[config.mk]
export PLATFORM = sky130hd
export DESIGN_NAME = lcl_bus_arbiter_flat
export DESIGN_NICKNAME = d
export VERILOG_FILES = /design/src/rtl/lcl_arb_pkg.sv /design/src/rtl/lcl_bus_arbiter_if.sv /design/src/rtl/rr_arbiter.sv /design/src/rtl/lcl_bus_arbiter.sv /design/src/flat_wrapper.sv
export SDC_FILE = /design/constraint.sdc
export NUM_CORES = 1
export LEC_CHECK = 0
export BUFFER_PORTS_ARGS = -buffer_cell sky130_fd_sc_hd__buf_2
export CAP_MARGIN = 15
export CORE_AREA = 5 5 157 159
export DETAILED_ROUTE_END_ITERATION = 12
export DIE_AREA = 0 0 162 164
export PLACE_DENSITY_LB_ADDON = 0.05
export SYNTH_ARGS = -nofsm -noshare
export SYNTH_HDL_FRONTEND = slang
export SYNTH_SLANG_ARGS = --single-unit
[constraint.sdc]
create_clock -name clk -period 3.45 [get_ports clk]
set_input_delay 0.345 -clock clk [delete_from_list [all_inputs] [get_ports clk]]
set_output_delay 0.345 -clock clk [all_outputs]
set_load 0.005 [all_outputs]
[src/rtl/lcl_arb_pkg.sv]
// Shared types and constants for the local-bus arbiter: FSM encoding,
// response codes and bus widths.
package lcl_arb_pkg;

  localparam int ADDR_W = 32;
  localparam int DATA_W = 32;

  localparam logic RSP_OKAY = 1'b1;
  localparam logic RSP_ERR  = 1'b0;

  typedef enum logic [1:0] {
    IDLE  = 2'd0,
    ISSUE = 2'd1,
    WAIT  = 2'd2,
    DONE  = 2'd3
  } arb_state_e;

endpackage

[src/rtl/lcl_bus_arbiter_if.sv]
// Requester-side and master-side signals of the local-bus arbiter.
// The arbiter uses the slave view; the surrounding logic uses the master view.
interface lcl_bus_arbiter_if #(
  parameter int NUM_REQ = 4
);
  import lcl_arb_pkg::*;

  logic [NUM_REQ-1:0]        req_wr;
  logic [NUM_REQ-1:0]        req_rd;
  logic [NUM_REQ*ADDR_W-1:0] req_addr;
  logic [NUM_REQ*DATA_W-1:0] req_din;
  logic [NUM_REQ-1:0]        req_gnt;
  logic [NUM_REQ-1:0]        req_done;
  logic                      req_rsp;
  logic [DATA_W-1:0]         req_dout;

  logic                      lcl_wr;
  logic                      lcl_rd;
  logic [ADDR_W-1:0]         lcl_addr;
  logic [DATA_W-1:0]         lcl_din;
  logic                      lcl_ack;
  logic                      lcl_dv;
  logic                      lcl_rsp;
  logic [DATA_W-1:0]         lcl_dout;

  modport slave (
    input  req_wr, req_rd, req_addr, req_din,
    input  lcl_ack, lcl_dv, lcl_rsp, lcl_dout,
    output req_gnt, req_done, req_rsp, req_dout,
    output lcl_wr, lcl_rd, lcl_addr, lcl_din
  );

  modport master (
    output req_wr, req_rd, req_addr, req_din,
    output lcl_ack, lcl_dv, lcl_rsp, lcl_dout,
    input  req_gnt, req_done, req_rsp, req_dout,
    input  lcl_wr, lcl_rd, lcl_addr, lcl_din
  );

endinterface

[src/rtl/rr_arbiter.sv]
// Combinational round-robin pick: first set request at or after ptr_i,
// wrapping, returned both one-hot and as an index.
module rr_arbiter #(
  parameter  int N     = 4,
  localparam int IDX_W = $clog2(N)
) (
  input  logic [N-1:0]     req_i,
  input  logic [IDX_W-1:0] ptr_i,
  output logic [N-1:0]     gnt_o,
  output logic [IDX_W-1:0] idx_o,
  output logic             valid_o
);

  always_comb begin
    gnt_o   = '0;
    idx_o   = '0;
    valid_o = 1'b0;
    for (int i = 0; i < N; i++) begin
      if (!valid_o && req_i[(int'(ptr_i) + i) % N]) begin
        valid_o                       = 1'b1;
        idx_o                         = IDX_W'((int'(ptr_i) + i) % N);
        gnt_o[(int'(ptr_i) + i) % N]  = 1'b1;
      end
    end
  end

endmodule

[src/rtl/lcl_bus_arbiter.sv]
// Shares one local-bus master port among NUM_REQ requesters: one transaction
// in flight, round-robin selection, and a per-transaction timeout.
module lcl_bus_arbiter
  import lcl_arb_pkg::*;
#(
  parameter int NUM_REQ     = 4,
  parameter int TIMEOUT_CYC = 1024
) (
  input  logic              clk,
  input  logic              rst_n,
  lcl_bus_arbiter_if.slave  bus,
  output logic              busy,
  output logic              err_timeout,
  output logic              err_stray,
  input  logic              err_clr
);

  localparam int IDX_W = $clog2(NUM_REQ);
  localparam int CNT_W = $clog2(TIMEOUT_CYC);
  localparam logic [CNT_W-1:0] CNT_LAST = CNT_W'(TIMEOUT_CYC - 1);
  localparam logic [IDX_W-1:0] IDX_LAST = IDX_W'(NUM_REQ - 1);

  arb_state_e         state_q;
  logic [IDX_W-1:0]   ptr_q;
  logic [NUM_REQ-1:0] win_oh_q;
  logic               op_wr_q;
  logic [CNT_W-1:0]   cnt_q;
  logic [NUM_REQ-1:0] req_gnt_q;
  logic [NUM_REQ-1:0] req_done_q;
  logic               req_rsp_q;
  logic [DATA_W-1:0]  req_dout_q;
  logic               lcl_wr_q;
  logic               lcl_rd_q;
  logic [ADDR_W-1:0]  lcl_addr_q;
  logic [DATA_W-1:0]  lcl_din_q;
  logic               busy_q;
  logic               err_timeout_q;
  logic               err_stray_q;

  logic [NUM_REQ-1:0] req_any;
  logic [NUM_REQ-1:0] arb_gnt;
  logic [IDX_W-1:0]   arb_idx;
  logic               arb_valid;
  logic               cpl;
  logic               tmo;
  logic               stray;

  assign req_any = bus.req_wr | bus.req_rd;

  rr_arbiter #(.N(NUM_REQ)) u_rr (
    .req_i   (req_any),
    .ptr_i   (ptr_q),
    .gnt_o   (arb_gnt),
    .idx_o   (arb_idx),
    .valid_o (arb_valid)
  );

  // A completion of the wrong type is never taken as completion; it only flags stray.
  assign cpl   = (state_q == WAIT) && (op_wr_q ? bus.lcl_ack : bus.lcl_dv);
  assign tmo   = (state_q == WAIT) && !cpl && (cnt_q == CNT_LAST);
  assign stray = (state_q != WAIT) ? (bus.lcl_ack | bus.lcl_dv)
                                   : (op_wr_q ? bus.lcl_dv : bus.lcl_ack);

  always_ff @(posedge clk) begin
    if (!rst_n) begin
      state_q       <= IDLE;
      ptr_q         <= '0;
      win_oh_q      <= '0;
      op_wr_q       <= 1'b0;
      cnt_q         <= '0;
      req_gnt_q     <= '0;
      req_done_q    <= '0;
      req_rsp_q     <= RSP_ERR;
      req_dout_q    <= '0;
      lcl_wr_q      <= 1'b0;
      lcl_rd_q      <= 1'b0;
      lcl_addr_q    <= '0;
      lcl_din_q     <= '0;
      busy_q        <= 1'b0;
      err_timeout_q <= 1'b0;
      err_stray_q   <= 1'b0;
    end else begin
      lcl_wr_q   <= 1'b0;
      lcl_rd_q   <= 1'b0;
      req_gnt_q  <= '0;
      req_done_q <= '0;
      case (state_q)
        IDLE: begin
          if (arb_valid) begin
            state_q    <= ISSUE;
            busy_q     <= 1'b1;
            win_oh_q   <= arb_gnt;
            op_wr_q    <= bus.req_wr[arb_idx];
            lcl_wr_q   <= bus.req_wr[arb_idx];
            lcl_rd_q   <= ~bus.req_wr[arb_idx];
            req_gnt_q  <= arb_gnt;
            lcl_addr_q <= bus.req_addr[int'(arb_idx)*ADDR_W +: ADDR_W];
            lcl_din_q  <= bus.req_din[int'(arb_idx)*DATA_W +: DATA_W];
            ptr_q      <= (arb_idx == IDX_LAST) ? '0 : arb_idx + 1'b1;
          end
        end
        ISSUE: begin
          state_q <= WAIT;
          cnt_q   <= '0;
        end
        WAIT: begin
          cnt_q <= cnt_q + 1'b1;
          if (cpl) begin
            state_q    <= DONE;
            req_done_q <= win_oh_q;
            req_rsp_q  <= bus.lcl_rsp;
            req_dout_q <= op_wr_q ? '0 : bus.lcl_dout;
          end else if (tmo) begin
            state_q    <= DONE;
            req_done_q <= win_oh_q;
            req_rsp_q  <= RSP_ERR;
            req_dout_q <= '0;
          end
        end
        DONE: begin
          state_q <= IDLE;
          busy_q  <= 1'b0;
        end
        default: state_q <= IDLE;
      endcase

      if (tmo)          err_timeout_q <= 1'b1;
      else if (err_clr) err_timeout_q <= 1'b0;
      if (stray)        err_stray_q   <= 1'b1;
      else if (err_clr) err_stray_q   <= 1'b0;
    end
  end

  assign bus.req_gnt  = req_gnt_q;
  assign bus.req_done = req_done_q;
  assign bus.req_rsp  = req_rsp_q;
  assign bus.req_dout = req_dout_q;
  assign bus.lcl_wr   = lcl_wr_q;
  assign bus.lcl_rd   = lcl_rd_q;
  assign bus.lcl_addr = lcl_addr_q;
  assign bus.lcl_din  = lcl_din_q;
  assign busy         = busy_q;
  assign err_timeout  = err_timeout_q;
  assign err_stray    = err_stray_q;

endmodule

[src/flat_wrapper.sv]
// flat-port wrapper written by rule: the top's interface ports become plain ports
module lcl_bus_arbiter_flat import lcl_arb_pkg::*;
#(
  parameter int NUM_REQ     = 4,
  parameter int TIMEOUT_CYC = 1024
)
  (clk, rst_n, busy, err_timeout, err_stray, err_clr, bus_req_wr, bus_req_rd, bus_req_addr, bus_req_din, bus_lcl_ack, bus_lcl_dv, bus_lcl_rsp, bus_lcl_dout, bus_req_gnt, bus_req_done, bus_req_rsp, bus_req_dout, bus_lcl_wr, bus_lcl_rd, bus_lcl_addr, bus_lcl_din);
  lcl_bus_arbiter_if #(.NUM_REQ(NUM_REQ)) bus_i ();
  input  logic clk;
  input  logic rst_n;
  output logic busy;
  output logic err_timeout;
  output logic err_stray;
  input  logic err_clr;
  input wire logic [$bits(bus_i.req_wr)-1:0] bus_req_wr;
  input wire logic [$bits(bus_i.req_rd)-1:0] bus_req_rd;
  input wire logic [$bits(bus_i.req_addr)-1:0] bus_req_addr;
  input wire logic [$bits(bus_i.req_din)-1:0] bus_req_din;
  input wire logic [$bits(bus_i.lcl_ack)-1:0] bus_lcl_ack;
  input wire logic [$bits(bus_i.lcl_dv)-1:0] bus_lcl_dv;
  input wire logic [$bits(bus_i.lcl_rsp)-1:0] bus_lcl_rsp;
  input wire logic [$bits(bus_i.lcl_dout)-1:0] bus_lcl_dout;
  output wire logic [$bits(bus_i.req_gnt)-1:0] bus_req_gnt;
  output wire logic [$bits(bus_i.req_done)-1:0] bus_req_done;
  output wire logic [$bits(bus_i.req_rsp)-1:0] bus_req_rsp;
  output wire logic [$bits(bus_i.req_dout)-1:0] bus_req_dout;
  output wire logic [$bits(bus_i.lcl_wr)-1:0] bus_lcl_wr;
  output wire logic [$bits(bus_i.lcl_rd)-1:0] bus_lcl_rd;
  output wire logic [$bits(bus_i.lcl_addr)-1:0] bus_lcl_addr;
  output wire logic [$bits(bus_i.lcl_din)-1:0] bus_lcl_din;
  assign bus_i.req_wr = bus_req_wr;
  assign bus_i.req_rd = bus_req_rd;
  assign bus_i.req_addr = bus_req_addr;
  assign bus_i.req_din = bus_req_din;
  assign bus_i.lcl_ack = bus_lcl_ack;
  assign bus_i.lcl_dv = bus_lcl_dv;
  assign bus_i.lcl_rsp = bus_lcl_rsp;
  assign bus_i.lcl_dout = bus_lcl_dout;
  assign bus_req_gnt = bus_i.req_gnt;
  assign bus_req_done = bus_i.req_done;
  assign bus_req_rsp = bus_i.req_rsp;
  assign bus_req_dout = bus_i.req_dout;
  assign bus_lcl_wr = bus_i.lcl_wr;
  assign bus_lcl_rd = bus_i.lcl_rd;
  assign bus_lcl_addr = bus_i.lcl_addr;
  assign bus_lcl_din = bus_i.lcl_din;
  lcl_bus_arbiter #(.NUM_REQ(NUM_REQ), .TIMEOUT_CYC(TIMEOUT_CYC)) u_core (.clk(clk), .rst_n(rst_n), .bus(bus_i), .busy(busy), .err_timeout(err_timeout), .err_stray(err_stray), .err_clr(err_clr));
endmodule
### After elaboration in Yosys (flattened, before gate mapping)

Index checks and enable logic that the tools add are counted.

| word-level totals | value |
|---|---|
| register bits | 129 |
| input bits | 302 |
| output and inout port bits | 110 |
| logic and storage cells | 132 |

| operators by class | value |
|---|---|
| add/sub/neg operators | 5 |
| order comparisons | 9 |
| equality and inequality tests | 8 |
| shifts and indexed selects | 2 |
| multiplexer cells | 54 |
| bitwise operators | 9 |
| reduce and logical (&&, ||, !) cells | 29 |

Operators by type and width:

| kind | count |
|---|---|
| $shiftx A128 B8 Y32 | 2 |
| $mux W32 | 3 |
| $mux W1 | 25 |
| $mux W4 | 6 |
| $pmux W10 S2 | 1 |
| $mux W2 | 8 |
| $or A4 B4 Y4 | 4 |
| $lt A3 B4 Y1 const B | 3 |
| $add A10 B1 Y10 const B | 1 |
| $bmux W1 S2 | 5 |
| $eq A10 B10 Y1 const B | 1 |
| $logic_and A1 B1 Y1 | 10 |
| $reduce_and A2 Y1 | 5 |
| $reduce_bool A2 Y1 | 5 |
| $ge A3 B1 Y1 const B | 3 |
| $demux W1 S2 | 4 |
| $pmux W2 S4 | 1 |
| $eq A2 B2 Y1 const B | 3 |
| $lt A2 B3 Y1 const B | 2 |
| $reduce_or A2 Y1 | 3 |
| $add A2 B1 Y2 const B | 2 |
| $add A2 B2 Y2 const B | 2 |
| $logic_not A1 Y1 | 4 |
| $and A1 B1 Y1 const A | 3 |
| other kinds (10) | 10 |

### Logic depth before layout (Yosys ltp)

| logic depth | value |
|---|---|
| depth in word-level cells | 17 |
| depth in mapped cells | 12 |
| gate-level depth less buffers | 8 |

### By module

Synthesis repeated with hierarchy kept, for this count alone.

| unflattened totals | value |
|---|---|
| cells, all modules | 473 |
| area, all modules | 6137.1 um2 |

Modules (own cells, without submodules):

| module | times used | cells an instance | area each (um2) | sequential area each (um2) |
|---|---|---|---|---|
| lcl_bus_arbiter | 1 | 428 | 5715.5 | 2582.5 |
| rr_arbiter | 1 | 45 | 421.7 | 0.0 |

### Least setup slack after synthesis

Ideal clock, no wire load.

| timing | value |
|---|---|
| path type | flip-flop to flip-flop |
| start | register u_core.ptr_q[0] |
| end | register u_core.lcl_din_q[17] (netlist: u_core.bus.lcl_din[17]) |
| arrival | 2.761 ns |
| data required time | 3.322 ns |
| path slack | 0.561 ns |
| stages on the path, launching flop included | 11 |
| path buffers | 4 |
| clock period less this slack | 2.889 ns |
| cells stage by stage | dfxtp_1 > buf_2 > inv_1 > ha_1 > buf_2 > o31a_1 > o31ai_2 > buf_2 > buf_4 > mux2i_1 > o221ai_2 |

| between the ends | value |
|---|---|
| longest elaborated chain between the ends | 13 |
| elaborated cells between the ends (all ways) | 30 |
| classes of those cells | 3 x add/sub; 1 x shift; 19 x mux; 7 x reduce/logical |

Ends and longest elaborated chain:

| element | RTL line | source |
|---|---|---|
| start, declared | lcl_bus_arbiter.sv:24 | `logic [IDX_W-1:0] ptr_q;` |
| start signal, assigned | lcl_bus_arbiter.sv:99 | `ptr_q <= (arb_idx == IDX_LAST) ? '0 : arb_idx + 1'b1;` |
| $add A2 B1 Y2 or $bmux W1 S2 (tied branches) | rr_arbiter.sv:19, rr_arbiter.sv:21 |  |
| $bmux W1 S2 or $mux W1 (tied branches) | rr_arbiter.sv:19 | `if (!valid_o && req_i[(int'(ptr_i) + i) % N]) begin` |
| $mux W1 (not written as such) | rr_arbiter.sv:19 |  |
| $mux W1 (not written as such) or $logic_not A1 Y1 (tied branches) | rr_arbiter.sv:19 |  |
| $logic_and A1 B1 Y1 | rr_arbiter.sv:19 |  |
| $mux W1 | rr_arbiter.sv:19 |  |
| $logic_not A1 Y1 | rr_arbiter.sv:19 |  |
| $logic_and A1 B1 Y1 | rr_arbiter.sv:19 |  |
| $mux W1 | rr_arbiter.sv:19 |  |
| $logic_not A1 Y1 | rr_arbiter.sv:19 |  |
| $logic_and A1 B1 Y1 | rr_arbiter.sv:19 |  |
| $mux W2 or $mux W1 (tied branches) | rr_arbiter.sv:19 |  |
| $shiftx A128 B8 Y32 or $reduce_and A2 Y1 (tied branches) | n/a |  |
| end signal, assigned | lcl_bus_arbiter.sv:98 | `lcl_din_q <= bus.req_din[int'(arb_idx)*DATA_W +: DATA_W];` |
| end, declared | lcl_bus_arbiter.sv:35 | `logic [DATA_W-1:0] lcl_din_q;` |

Several ways; a longest one is shown, not always the timed one. The select of a mux whose other input is x is not followed.
A chain may end at the register's enable or synchronous reset.

### Worst setup path after layout

| timing | value |
|---|---|
| start | register u_core.ptr_q[1] |
| end | register u_core.lcl_addr_q[3] (netlist: u_core.bus.lcl_addr[3]) |

| between the ends | value |
|---|---|
| longest elaborated chain between the ends | 13 |
| elaborated cells between the ends (all ways) | 30 |
| classes of those cells | 3 x add/sub; 1 x shift; 19 x mux; 7 x reduce/logical |

Ends and longest elaborated chain:

| element | RTL line | source |
|---|---|---|
| $add A2 B1 Y2 or $bmux W1 S2 (tied branches) | rr_arbiter.sv:19, rr_arbiter.sv:21 |  |
| $bmux W1 S2 or $mux W1 (tied branches) | rr_arbiter.sv:19 |  |
| $mux W1 (not written as such) | rr_arbiter.sv:19 |  |
| $mux W1 (not written as such) or $logic_not A1 Y1 (tied branches) | rr_arbiter.sv:19 |  |
| $logic_and A1 B1 Y1 | rr_arbiter.sv:19 |  |
| $mux W1 | rr_arbiter.sv:19 |  |
| $logic_not A1 Y1 | rr_arbiter.sv:19 |  |
| $logic_and A1 B1 Y1 | rr_arbiter.sv:19 |  |
| $mux W1 | rr_arbiter.sv:19 |  |
| $logic_not A1 Y1 | rr_arbiter.sv:19 |  |
| $logic_and A1 B1 Y1 | rr_arbiter.sv:19 |  |
| $mux W2 or $mux W1 (tied branches) | rr_arbiter.sv:19 |  |
| $shiftx A128 B8 Y32 or $reduce_and A2 Y1 (tied branches) | n/a |  |
| end signal, assigned | lcl_bus_arbiter.sv:97 | `lcl_addr_q <= bus.req_addr[int'(arb_idx)*ADDR_W +: ADDR_W];` |
| end, declared | lcl_bus_arbiter.sv:34 | `logic [ADDR_W-1:0] lcl_addr_q;` |

Several ways; a longest one is shown, not always the timed one. The select of a mux whose other input is x is not followed.

==> flow_summary.ini <==
[run_status]
status = finished clean

[routing]
wl_met2_mm = 13.5
ant_nets = 0
wl_met1_mm = 11.0
wl_per_cell_um = 19.7
drc = 0
drt_iter0_markers = 308
top_layer_used = met5
avgViaCountPerCell = 4.82
drt-total-wl_mm = 27.3
vias = 6669
firstDrtPassIters = 4
wl_met3_mm = 2.12

[clock_network]
clock-root-buffer = clkbuf_16
cts_buffer_depth = 2
cts_buffers = 17
cts.sinks = 129
hold_buffers = 0
clkLatencyLatePin_ns = 0.42
h-tree-depth = 4
cts_setup_buffers = 0
clkSlewWorstSetupHoldPaths_ns = 0.07
post_cts_resized = 0
tritoncts = built

[global_routing]
grt_max_degree = 56
grt_overflow = 0
grt_pass1_wl_mm = 40.3
antenna_found_initial = 13
grt_usage = 0.195
grt_pass1_vias = 6767

[critical_path]
critical_path.slowest_cell = or2_4
worstPathRequired_ns = 3.75
slowest_delay_ns = 0.59
arrival_ns = 3.05
endpoint_kind = register
setup.worst_path.class = register to register
path_max_fanout = 37
r2r_slack_ns = 0.69
start_kind = register
cp_cell_sequence = inv_1 -> ha_1 -> mux4_2 -> nand3_2 -> nand4_4 -> or2_4 -> buf_12 -> o221ai_2

[floorplan]
dieWidth_um = 162
ios = 412
initial_utilization = 0.302
die_y_um = 164
num_rows = 56
die_area_um2 = 26600
fp.coreArea_um2 = 23100

[final_layout]
ff_latch_area_um2 = 2580
fillers = 2311
utilization = 0.432
multiInputGateArea_um2 = 4090
final_cells = 1384
drive_above_1_share = 0.495
stdcell_area_um2 = 9980
synthToLayoutAreaGrowth_pct = 43.2
final_nets = 1389

[yosys]
syn_area_per_cell_um2 = 10.3
synth.ff_latch_count = 129
ys_seq_area_frac = 0.370
netlist_area_um2 = 6970
synth_nets = 993
ys_async_sr_fraction = 0
synth_edf_count = 0
yosys_most_used_dff = dfxtp_1
synth_warnings = 0
syn_inst = 678
ys_types = 48

[sta]
finalSetupViolCount = 0
rsz0062_at_grt = no
clock_skew_ns = 0.0133
max_freq_mhz = 363
period_needed_ns = 2.76
hold_violations = 0
setup-tns-final_ns = 0
tightest_slew_ns = 0.746
drv_slew = 0
fin_crit_sh = 0.800
slew_headroom = 0.499

[placement]
post_dp_cell_area_um2 = 9370
dp_hpwl_mm = 21.3
gp_congestion = 0.822
dp.cells = 1345
io_buffers = 411

[hold_path]
hold_path.class = primary input to register

[power]
powerDensity_nw_per_um2 = 755
ir_worst_vdd_mv = 0.347
leakagePower_nw = 5.00

[flow_run]
cap_violations = 0
power breakdown:
group	switching, mW	internal (mW)
Clock	0.777	1.09
Sequential	0.165	1.86
Combinational	1.98	1.67
per-stage QoR:
step / hold WS [ns] / power [mW] / worst slack, ns
6_report: 0.196 / 7.54 / 0.692
4_1_cts: 0.175 / 7.65 / 0.677
3_3_place_gp: 0.426 / 5.75 / 0.717
2_1_floorplan: 0.418 / 4.57 / 0.561
5_1_grt: 0.187 / 8.02 / 0.507
3_5_place_dp: 0.432 / 5.76 / 0.702
logic make-up (layout without fill, tap and decap cells):
group	after synthesis	count (layout)	share of synthesized area
AOI/OAI and AO/OA	150	150	0.219
xor gates and xnor gates	8	8	0.0101
adders and majority gates	13	13	0.0233
buffers and inverters	62	471	0.0477
DFF	129	129	0.370
muxes	139	139	0.202
other	0	7	0
and+or+nand+nor	177	177	0.127
metal layers:
metal	global-route usage	vias up
met5	0	-
met4	0.0631	12
met3	0.0632	34
met2	0.334	249
met1	0.234	3043
li1	-	3331
placed cells by master (no fill, tap or decap), types with 7 or more instances in the layout:
| cell type | instances |
|---|---|
| inv_6 | 7 |
| nor2b_1 | 39 |
| ha_1 | 13 |
| clkbuf_16 | 17 |
| mux2i_1 | 136 |
| o221ai_2 | 60 |
| diode_2 | 7 |
| a22oi_1 | 34 |
| buf_2 | 411 |
| o21ai_0 | 13 |
| nand2_1 | 79 |
| inv_1 | 10 |
| dfxtp_1 | 129 |
| buf_12 | 8 |
| buf_4 | 10 |
| a21oi_1 | 9 |
| nand3_1 | 7 |
| nor2_1 | 17 |
critical path, delay by kind of cell, from the launching register on:
kind                     cells  cell delay [ns]
AO/OA/AOI/OAI                1             0.11
adder cells (fa/ha/maj)      1             0.49
buffers and inverters        2             0.44
flip-flops                   1             0.33
multiplexers                 1             0.34
AND/OR/NAND/NOR              3             0.86
state kept, by name (all words and copies together), names as in the netlist:
signal	cells
u_core.win_oh_q	4
u_core.err_timeout	1
u_core.ptr_q	2
u_core.bus.lcl_wr	1
u_core.bus.lcl_din	32
u_core.state_q	2
u_core.err_stray	1
u_core.bus.req_gnt	4
u_core.bus.req_rsp	1
u_core.bus.req_done	4
u_core.busy	1
u_core.cnt_q	10
u_core.bus.req_dout	32
u_core.op_wr_q	1
u_core.bus.lcl_addr	32
u_core.bus.lcl_rd	1
final timing paths:
kind / start / end / cells past startpoint
hold / removal: bus_lcl_dout[18] / u_core.bus.req_dout[18]$_SDFFE_PN0P_ / 3
hold reg to reg: u_core.win_oh_q[0]$_SDFFE_PN0P_ / u_core.win_oh_q[0]$_SDFFE_PN0P_ / 1
setup / recovery: u_core.ptr_q[1]$_SDFFE_PN0P_ / u_core.bus.lcl_addr[3]$_SDFFE_PN0P_ / 8
setup reg to reg: u_core.ptr_q[1]$_SDFFE_PN0P_ / u_core.bus.lcl_addr[3]$_SDFFE_PN0P_ / 8
Yosys cell counts (3+ instances only):
library cell	number	share of area
nor3_1	3	0.0022
a31oi_1	6	0.0054
nand2_1	79	0.043
o221ai_1	5	0.0063
dfxtp_1	129	0.37
nor2_1	17	0.0092
a21oi_1	9	0.0065
inv_1	10	0.0054
ha_1	13	0.023
o21ai_1	3	0.0022
or2_2	4	0.0036
xnor2_1	3	0.0038
buf_2	17	0.012
o21a_1	3	0.0032
xor2_1	5	0.0063
a22oi_1	34	0.037
a21o_1	5	0.0054
buf_4	7	0.0075
o221ai_2	60	0.13
and3_1	5	0.0045
nand3_1	7	0.0050
o21ai_0	13	0.0093
nor2b_1	40	0.036
nand4_1	3	0.0027
and2_1	6	0.0054
mux2i_1	136	0.20
clkbuf_1	21	0.011
buf_6	7	0.011
cell type report:
type                            instances  area share
Antenna cell                            7     0.00175
Clock inverter                         15      0.0173
Inverter                               10     0.00376
Multi-Input combinational cell        487       0.410
Tap cell                              290      0.0363
Timing Repair Buffer                  429       0.230
Sequential cell                       129       0.259
Clock buffer                           17      0.0426
No activity file was read; power rests on OpenSTA's default activity.
